[src/rtl/movement_ctrl_if.sv]
// Handshake bundle between the movement controller and the sprite drawing engine.
// The controller drives the request, the erase/draw flag and the sprite
// position; the drawing engine answers with draw_done.
interface movement_ctrl_if #(
    parameter int X_W = 8,
    parameter int Y_W = 7
);
    logic           draw_req;
    logic           draw_clear;
    logic           draw_done;
    logic [X_W-1:0] x_pos;
    logic [Y_W-1:0] y_pos;

    modport master (
        output draw_req,
        output draw_clear,
        output x_pos,
        output y_pos,
        input  draw_done
    );

    modport slave (
        input  draw_req,
        input  draw_clear,
        input  x_pos,
        input  y_pos,
        output draw_done
    );
endinterface

[src/rtl/movement_ctrl.sv]
// Per-sprite movement controller: on each frame-tick rising edge it erases the
// sprite, applies one clamped step from the direction keys and redraws it.
module movement_ctrl #(
    parameter int X_W    = 8,
    parameter int Y_W    = 7,
    parameter int STEP   = 4,
    parameter int X_MIN  = 0,
    parameter int X_MAX  = 156,
    parameter int Y_MIN  = 0,
    parameter int Y_MAX  = 116,
    parameter int X_INIT = 80,
    parameter int Y_INIT = 60
) (
    input  logic              clk,
    input  logic              reset,
    input  logic [3:0]        key_n,
    input  logic              tick,
    movement_ctrl_if.master   draw,
    output logic [3:0]        at_edge,
    output logic              moved,
    output logic              tick_overrun
);

    typedef enum logic [2:0] {
        S_INIT,
        S_IDLE,
        S_CLEAR,
        S_MOVE,
        S_DRAW
    } state_t;

    // One extra bit on the arithmetic so x + STEP can never wrap.
    localparam logic [X_W:0]   X_STEP_E = (X_W+1)'(STEP);
    localparam logic [X_W:0]   X_MIN_E  = (X_W+1)'(X_MIN);
    localparam logic [X_W:0]   X_MAX_E  = (X_W+1)'(X_MAX);
    localparam logic [Y_W:0]   Y_STEP_E = (Y_W+1)'(STEP);
    localparam logic [Y_W:0]   Y_MIN_E  = (Y_W+1)'(Y_MIN);
    localparam logic [Y_W:0]   Y_MAX_E  = (Y_W+1)'(Y_MAX);
    localparam logic [X_W-1:0] X_MIN_P  = X_W'(X_MIN);
    localparam logic [X_W-1:0] X_MAX_P  = X_W'(X_MAX);
    localparam logic [Y_W-1:0] Y_MIN_P  = Y_W'(Y_MIN);
    localparam logic [Y_W-1:0] Y_MAX_P  = Y_W'(Y_MAX);
    localparam logic [X_W-1:0] X_INIT_P = X_W'(X_INIT);
    localparam logic [Y_W-1:0] Y_INIT_P = Y_W'(Y_INIT);

    state_t         state_reg, state_next;
    logic           draw_req_reg, draw_clear_reg;
    logic           tick_q_reg, pending_reg, overrun_reg;
    logic [X_W-1:0] x_reg, x_next;
    logic [Y_W-1:0] y_reg, y_next;
    logic [X_W:0]   x_wide, x_plus, x_calc;
    logic [Y_W:0]   y_wide, y_plus, y_calc;
    logic           tick_edge, done_seen;
    logic           right, down, up, left;

    assign {left, up, down, right} = ~key_n;
    assign tick_edge = tick & ~tick_q_reg;
    // draw_done only counts while a request is actually outstanding.
    assign done_seen = draw_req_reg & draw.draw_done;

    // State register; request/erase flags are registered from the next state
    // so they line up with the state and are low throughout reset.
    always_ff @(posedge clk or posedge reset) begin
        if (reset) begin
            state_reg      <= S_INIT;
            draw_req_reg   <= 1'b0;
            draw_clear_reg <= 1'b0;
        end else begin
            state_reg      <= state_next;
            draw_req_reg   <= (state_next == S_INIT) || (state_next == S_CLEAR) ||
                              (state_next == S_DRAW);
            draw_clear_reg <= (state_next == S_CLEAR);
        end
    end

    // Next-state logic for the erase / move / redraw sequence.
    always_comb begin
        state_next = state_reg;
        case (state_reg)
            S_INIT:  if (done_seen) state_next = S_IDLE;
            S_IDLE:  if (tick_edge || pending_reg) state_next = S_CLEAR;
            S_CLEAR: if (done_seen) state_next = S_MOVE;
            S_MOVE:  state_next = S_DRAW;
            S_DRAW:  if (done_seen) state_next = S_IDLE;
            default: state_next = S_INIT;
        endcase
    end

    // Outputs: moved flags a MOVE cycle that really changes the position.
    always_comb begin
        moved = (state_reg == S_MOVE) && ((x_next != x_reg) || (y_next != y_reg));
    end

    // Tick edge capture; edges outside IDLE collapse into a single pending move.
    always_ff @(posedge clk or posedge reset) begin
        if (reset) begin
            tick_q_reg  <= 1'b0;
            pending_reg <= 1'b0;
            overrun_reg <= 1'b0;
        end else begin
            tick_q_reg <= tick;
            if (state_reg == S_IDLE) begin
                pending_reg <= 1'b0;
            end else if (tick_edge) begin
                pending_reg <= 1'b1;
            end
            if (tick_edge && pending_reg) begin
                overrun_reg <= 1'b1;
            end
        end
    end

    // Clamped one-step position update; opposite keys on an axis cancel.
    always_comb begin
        x_wide = {1'b0, x_reg};
        y_wide = {1'b0, y_reg};
        x_plus = x_wide + X_STEP_E;
        y_plus = y_wide + Y_STEP_E;
        x_calc = x_wide;
        y_calc = y_wide;
        if (right && !left) begin
            x_calc = (x_plus > X_MAX_E) ? X_MAX_E : x_plus;
        end else if (left && !right) begin
            x_calc = (x_wide < X_MIN_E + X_STEP_E) ? X_MIN_E : x_wide - X_STEP_E;
        end
        if (down && !up) begin
            y_calc = (y_plus > Y_MAX_E) ? Y_MAX_E : y_plus;
        end else if (up && !down) begin
            y_calc = (y_wide < Y_MIN_E + Y_STEP_E) ? Y_MIN_E : y_wide - Y_STEP_E;
        end
    end

    assign x_next = x_calc[X_W-1:0];
    assign y_next = y_calc[Y_W-1:0];

    // Position only changes on leaving MOVE, so it is stable through CLEAR and DRAW.
    always_ff @(posedge clk or posedge reset) begin
        if (reset) begin
            x_reg <= X_INIT_P;
            y_reg <= Y_INIT_P;
        end else if (state_reg == S_MOVE) begin
            x_reg <= x_next;
            y_reg <= y_next;
        end
    end

    assign at_edge = {x_reg == X_MIN_P, y_reg == Y_MIN_P, y_reg == Y_MAX_P, x_reg == X_MAX_P};
    assign tick_overrun   = overrun_reg;
    assign draw.draw_req   = draw_req_reg;
    assign draw.draw_clear = draw_clear_reg;
    assign draw.x_pos      = x_reg;
    assign draw.y_pos      = y_reg;

endmodule
[src/flat_wrapper.sv]
// flat-port wrapper written by rule: the top's interface ports become plain ports
module movement_ctrl_flat 
#(
    parameter int X_W    = 8,
    parameter int Y_W    = 7,
    parameter int STEP   = 4,
    parameter int X_MIN  = 0,
    parameter int X_MAX  = 156,
    parameter int Y_MIN  = 0,
    parameter int Y_MAX  = 116,
    parameter int X_INIT = 80,
    parameter int Y_INIT = 60
)
  (clk, reset, key_n, tick, at_edge, moved, tick_overrun, draw_draw_req, draw_draw_clear, draw_x_pos, draw_y_pos, draw_draw_done);
  movement_ctrl_if #(.X_W(X_W), .Y_W(Y_W)) draw_i ();
  input  logic clk;
  input  logic reset;
  input  logic [3:0] key_n;
  input  logic tick;
  output logic [3:0] at_edge;
  output logic moved;
  output logic tick_overrun;
  output wire logic [$bits(draw_i.draw_req)-1:0] draw_draw_req;
  output wire logic [$bits(draw_i.draw_clear)-1:0] draw_draw_clear;
  output wire logic [$bits(draw_i.x_pos)-1:0] draw_x_pos;
  output wire logic [$bits(draw_i.y_pos)-1:0] draw_y_pos;
  input wire logic [$bits(draw_i.draw_done)-1:0] draw_draw_done;
  assign draw_draw_req = draw_i.draw_req;
  assign draw_draw_clear = draw_i.draw_clear;
  assign draw_x_pos = draw_i.x_pos;
  assign draw_y_pos = draw_i.y_pos;
  assign draw_i.draw_done = draw_draw_done;
  movement_ctrl #(.X_W(X_W), .Y_W(Y_W), .STEP(STEP), .X_MIN(X_MIN), .X_MAX(X_MAX), .Y_MIN(Y_MIN), .Y_MAX(Y_MAX), .X_INIT(X_INIT), .Y_INIT(Y_INIT)) u_core (.clk(clk), .reset(reset), .key_n(key_n), .tick(tick), .draw(draw_i), .at_edge(at_edge), .moved(moved), .tick_overrun(tick_overrun));
endmodule
[config.mk]
export PLATFORM = sky130hd
export DESIGN_NAME = movement_ctrl_flat
export DESIGN_NICKNAME = d
export VERILOG_FILES = /design/src/rtl/movement_ctrl_if.sv /design/src/rtl/movement_ctrl.sv /design/src/flat_wrapper.sv
export SDC_FILE = /design/constraint.sdc
export NUM_CORES = 1
export LEC_CHECK = 0
export ABC_CLOCK_PERIOD_IN_PS = 5230
export CAP_MARGIN = 25
export CORE_ASPECT_RATIO = 0.5
export CORE_MARGIN = 10
export CORE_UTILIZATION = 31
export CTS_CLUSTER_DIAMETER = 60
export DETAILED_ROUTE_END_ITERATION = 8
export SETUP_SLACK_MARGIN = 0.4
export SYNTH_ARGS = -nofsm -noshare
export SYNTH_HDL_FRONTEND = slang
export SYNTH_SLANG_ARGS = --single-unit
export TNS_END_PERCENT = 30
[constraint.sdc]
create_clock -name clk -period 5.23 [get_ports clk]
set_clock_uncertainty 0.1 [all_clocks]
set_input_delay 0.523 -clock clk [delete_from_list [all_inputs] [get_ports clk]]
set_output_delay 0.523 -clock clk [all_outputs]
set_load 0.005 [all_outputs]
==> results of run 1 <==
Yosys cell counts, drive strengths merged (4+ instances only):
cell | count | area share, %
nor2 | 28 | 5.1
a21oi | 26 | 6.0
nand2 | 22 | 4.2
dfrtp | 17 | 20
o21ai | 15 | 3.5
buf | 14 | 4.7
nand3 | 10 | 2.3
nor2b | 9 | 2.6
clkbuf | 8 | 1.4
ha | 8 | 4.6
inv | 8 | 1.4
nand2b | 7 | 2.0
and3 | 6 | 2.0
dfstp | 6 | 7.3
nor3 | 6 | 1.6
nor4 | 4 | 2.4
xnor2 | 4 | 1.6
layer usage:
layer / global-route usage (%) / up-vias / routed length [microns] / share of wire, %
met1: 13.50 / 1020 / 2863 / 47
met4: 2.301 / 0 / 57 / 0.93
li1: - / 1016 / - / -
met3: 2.613 / 7 / 369 / 6.0
met5: 0 / - / 0 / 0
met2: 17.61 / 73 / 2817 / 46
how the worst max path moves through the flow:
stage,slack [ns],endpoint,start,depth (start not counted)
finish,1.14,moved,u_core.draw.x_pos[2],9
global route,1.0,moved,u_core.draw.x_pos[2],9
CTS,1.20,moved,u_core.draw.x_pos[2],9
detailed placement,1.42,moved,key_n[0],8
global placement,1.50,moved,key_n[0],7
floorplan,2.43,moved,u_core.draw.y_pos[2],8
critical path, stage by stage (launching register included):
cell	delay [ns]
dfrtp_1	0.61
inv_1	0.24
ha_1	0.41
nand2b_1	0.09
o311ai_2	0.37
o21ai_1	0.27
a221oi_1	0.35
a211oi_1	0.09
a41oi_1	0.22
clkdlybuf4s50_1	0.55
stage by stage:
stage          std cells  worst slack, ns  power [mW]  hold WS, ns  utilization (%)
3_5_place_dp         369            1.421       1.013       0.3782            36.44
2_1_floorplan        268            2.427      0.8226       0.3510                -
6_report             373            1.141       1.188       0.3792            37.67
3_3_place_gp         369            1.501       1.000       0.3452            36.44
4_1_cts              373            1.203       1.191       0.3940            37.67
5_1_grt              373           0.9987       1.292       0.4145            37.67
layout make-up:
type                            count  share of cell area [%]
Tap cell                           92                   4.543
Clock inverter                      1                  0.2963
Clock buffer                        3                   2.963
Timing Repair Buffer               31                   12.15
Sequential cell                    23                   23.01
Multi-Input combinational cell    215                   55.85
Inverter                            8                   1.185
cells by family after synthesis:
group	count (synthesis)
mux	4
simple gates	112
compound gates	86
xor+xnor	5
buf+inv	30
flops	23
fa+ha+maj	8
report_power, final:
group	total (mW)	leakage, nW	switching (mW)	internal, mW
clock	0.172	0.0371	0.0680	0.104
combinational	0.591	0.623	0.297	0.294
sequential	0.425	0.276	0.175	0.250
total	1.19	0.936	0.539	0.649
==> metrics.cfg, run 1 <==
[logic_synthesis]
synth_cells=268
synth_ff_type=dfrtp_1
synth-seq-cells=23
synth_edf_count=0
synthDistinctLibCells=67
synth_warnings=0
yosys.area_share.xor_xnor_pct=2.027
muxShareOfSynthArea_pct=1.969
yosys.area_share.simple_pct=29.65
synthAdderAreaFrac_pct=4.632
synth_nets=284
async_flop_share_pct=100.0
netlist_area_sq_um=2161
synth_top_family_by_area=simple AND/OR/NAND/NOR gates
syn_area_per_cell_sq_um=8.063
synth_compound_area_share_pct=27.21
seq_area_frac_synth_pct=26.98

[cts]
clk_pin_slew_ns=0.06
cts_tree=yes
root_buffer=clkbuf_16
holdBufCountCts=0
postCtsSetupBuffers=0
numCtsBuffers=3
cts-resized-gates=0
htreeDepth=1
clockBufferDepth=2
clkSinkCount=23
clk_latency_ns=0.26

[floorplan]
rows=21
dieHeight_microns=79.04
initial_utilization_pct=32.12
dieWidth_microns=138.1
die_area_sq_um=10910
io-pin-count=31
core_sq_um=6726

[cells_and_area]
multi_input_area_sq_um=1415
drive_above_1_share_pct=9.609
nNetsFinal=298
layout.cells.most_common=clkdlybuf4s50_1
antennaDiodeCount=0
postLayoutCellArea_sq_um=2534
fill_cells=715
register_area_sq_um=583.1
areaGrowthSynthToFinish_pct=17.26
largest_reg_flops=8
final_cell_mix=30 x clkdlybuf4s50_1, 26 x a21oi_1, 26 x nor2_1

[min_path]
holdPathStages=1
min_to=u_core.tick_overrun
hold_class=register to register
hold_start=u_core.tick_overrun

[critical_path]
r2r-end=u_core.draw.x_pos[4]
path_class=register to output port
cp_max_fo=12
start_kind=register
r2r_cells=8
r2r_setup_slack_ns=2.54
timing.rr.start=u_core.draw.x_pos[2]
endpoint_kind=output port
cp_data_arrival_time_ns=3.47
critPathRequiredTime_ns=4.61

[power]
power_density_nw_per_um2=468.8
p_leak_nw=0.9364
peakVddDrop_v=0.0001568

[place]
port_buffers=30
place_area_sq_um=2451
gp_congestion=0.9168
hpwl_microns=4392

[detailed_routing]
drt-initial-drc-count=265
vias=2116
first_pass_iters=4
drc=0
ant_nets=0
wl_per_cell_microns=16.37
vias_per_cell=5.673
wl_microns=6107

[grt]
grt_pass1_vias=2002
antenna_found_initial=0
grt_max_degree=24
grt_overflow_total=0
grt.total_usage_pct=10.54
grt_pass1_wl_microns=10010

[timing]
finalSetupViolCount=0
finalCriticalPeriod_ns=4.089
fin_setup_tns_ns=0
hold_viol_final=0
max_freq_mhz=244.6
tightest_slew_ns=0.9395
drv_slew=0
slew_headroom_pct=37.30
post-route-period-util_pct=78.18
rsz0062_at_grt=no

[flow_run]
max-cap-violations=0

[outcome]
status=finished clean

Note: power is estimated with default switching activity, not from simulation.
==> inputs of run 2 (changes only) <==
--- a/config.mk
+++ b/config.mk
@@ -5,7 +5,7 @@
 export SDC_FILE = /design/constraint.sdc
 export NUM_CORES = 1
 export LEC_CHECK = 0
-export ABC_CLOCK_PERIOD_IN_PS = 5230
+export ABC_CLOCK_PERIOD_IN_PS = 4200
 export CAP_MARGIN = 25
 export CORE_ASPECT_RATIO = 0.5
 export CORE_MARGIN = 10
==> constraint.sdc (replaced) <==
create_clock -name clk -period 4.2 [get_ports clk]
set_clock_uncertainty 0.1 [all_clocks]
set_input_delay 0.42 -clock clk [delete_from_list [all_inputs] [get_ports clk]]
set_output_delay 0.42 -clock clk [all_outputs]
set_load 0.005 [all_outputs]
==> run 2 against run 1 <==
  * Critical path type unchanged
  * Die area is the same
  * Combinational power grew 35%
  * First-iteration DRC count shrank 24%
  * Global-route usage grew 0.10 points
  * Setup slack lost 0.55 ns
  * Sequential share of layout area shrank 0.72 points
==> metrics.cfg, run 2 (synthesized netlist as in run 1, its figures left out) <==
[critical_path]
r2r_cells=8  ; unchanged
r2r_setup_slack_ns=1.88  ; was 2.54 ns
endpoint_kind=output port  ; unchanged
path_class=register to output port  ; unchanged
cp_data_arrival_time_ns=3.09  ; was 3.47 ns
critPathRequiredTime_ns=3.68  ; was 4.61 ns
r2r-end=u_core.draw.x_pos[4]  ; unchanged
cp_cell_sequence=inv_1 -> ha_1 -> nand2b_1 -> o311ai_2 -> o21ai_2 -> a221oi_1 -> a211oi_1 -> a41oi_1 -> clkdlybuf4s50_1  ; was inv_1 -> ha_1 -> nand2b_1 -> o311ai_2 -> o21ai_1 -> a221oi_1 -> a211oi_1 -> a41oi_1 -> clkdlybuf4s50_1
cpMaxStageDelayCell=clkdlybuf4s50_1  ; was dfrtp_1
start_kind=register  ; unchanged
timing.rr.start=u_core.draw.x_pos[3]  ; was u_core.draw.x_pos[2]
cp_max_fo=13  ; was 12
slowest_delay_ns=0.55  ; was 0.61 ns

[cts]
clk_latency_ns=0.26  ; about the same
cts_tree=yes  ; unchanged
numCtsBuffers=3  ; unchanged
clkSinkCount=23  ; unchanged
root_buffer=clkbuf_16  ; unchanged
clk_pin_slew_ns=0.07  ; was 0.06 ns
clockBufferDepth=2  ; unchanged
holdBufCountCts=0  ; unchanged
htreeDepth=1  ; unchanged

[detailed_routing]
ant_nets=0  ; unchanged
first_pass_iters=5  ; was 4
vias=2156  ; was 2116
drc=0  ; unchanged
wl_microns=6042  ; was 6107 microns
vias_per_cell=5.659  ; was 5.673
drt-initial-drc-count=201  ; was 265
wl_per_cell_microns=15.86  ; was 16.37 microns

[place]
gp_congestion=0.9159  ; was 0.9168
pre_cts_ws_ns=0.5740  ; was 1.421 ns
hpwl_microns=4345  ; was 4392 microns
port_buffers=30  ; unchanged

[cells_and_area]
antennaDiodeCount=0  ; unchanged
final_cell_mix=30 x clkdlybuf4s50_1, 26 x a21oi_1, 26 x nor2_1  ; unchanged
largest_reg_flops=8  ; unchanged
nNetsFinal=306  ; was 298
drive_above_1_share_pct=13.15  ; was 9.609%
layout.cells.most_common=clkdlybuf4s50_1  ; unchanged
areaGrowthSynthToFinish_pct=21.31  ; was 17.26%

[power]
peakVddDrop_v=0.0002458  ; was 0.0001568 V
power_mw=1.517  ; was 1.188 mW
power_density_nw_per_um2=578.6  ; was 468.8 nW/um^2
p_leak_nw=0.9805  ; was 0.9364 nW

[timing]
fin_hold_ws_ns=0.2828  ; was 0.3792 ns
tightest_slew_ns=0.5451  ; was 0.9395 ns
slew_headroom_pct=63.66  ; was 37.30%
finalCriticalPeriod_ns=3.613
rsz0062_at_grt=no  ; unchanged
max_freq_mhz=276.8
hold_viol_final=0  ; unchanged
fin_setup_tns_ns=0  ; unchanged
setup_ws_ns=0.5869  ; was 1.141 ns
drv_slew=0  ; unchanged
post-route-period-util_pct=86.03
finalSetupViolCount=0  ; unchanged

[floorplan]
io-pin-count=31  ; unchanged
die_area_sq_um=10910  ; unchanged
core_sq_um=6726  ; unchanged
rows=21  ; unchanged
dieWidth_microns=138.1  ; unchanged
dieHeight_microns=79.04  ; unchanged
initial_utilization_pct=32.12  ; unchanged

[grt]
grt_pass1_vias=2022  ; was 2002
grt_overflow_total=0  ; unchanged
grt.total_usage_pct=10.64  ; was 10.54%
grt_pass1_wl_microns=10140  ; was 10010 microns
antenna_found_initial=0  ; unchanged
grt_max_degree=24  ; unchanged

[outcome]
status=finished clean  ; unchanged

[flow_run]
max-cap-violations=0  ; unchanged

[min_path]
hold_class=primary input to async pin  ; was register to register

run 2: area by class of cell:
cell class	instances	area, sq um
Inverter	8	30.03
Sequential cell	23	584.3
Multi-Input combinational cell	215	1421
Timing Repair Buffer	39	387.9
Tap cell	92	115.1
Clock inverter	1	7.507
Fill cell	690	4105
Clock buffer	3	75.07
run 2: report_power, final:
group | internal, mW | switching [mW] | total (mW)
combinational | 0.395 | 0.402 | 0.797
clock | 0.129 | 0.0874 | 0.217
sequential | 0.312 | 0.191 | 0.503
run 2: stage by stage:
step	cell area (sq um)	utilization (%)	cells
CTS	2550	37.91	375
global route	2621	38.97	381
detailed placement	2466	36.66	371
global placement	2466	36.66	371
floorplan	2161	-	268
finish	2621	38.97	381
run 2: worst max path at each step:
stage | from | end | slack, ns | depth (start not counted)
floorplan | u_core.draw.y_pos[2] | moved | 1.50 | 8
global placement | key_n[0] | moved | 0.67 | 7
detailed placement | key_n[0] | moved | 0.57 | 7
CTS | u_core.draw.y_pos[3] | moved | 0.48 | 8
global route | u_core.draw.x_pos[3] | moved | 0.49 | 9
finish | u_core.draw.x_pos[3] | moved | 0.59 | 9
run 2: critical path, delay by kind of cell (launching register included):
kind,cells,cell delay (ns)
compound gates,5,1.20
simple gates,1,0.09
flops,1,0.52
fa+ha+maj,1,0.37
buf+inv,2,0.66
run 2: what timing repair did:
action,4_1_cts,5_1_grt
gates resized for setup,1,2
setup endpoints to repair,1,1
buffers inserted,0,5
gates cloned,0,0
run 2: routing by layer:
metal	wire length, microns	part of all wire, %	global-route usage, %
met1	2837	47	13.41
met2	2806	46	17.90
met3	345	5.7	2.435
met4	53	0.88	3.138
met5	0	0	0
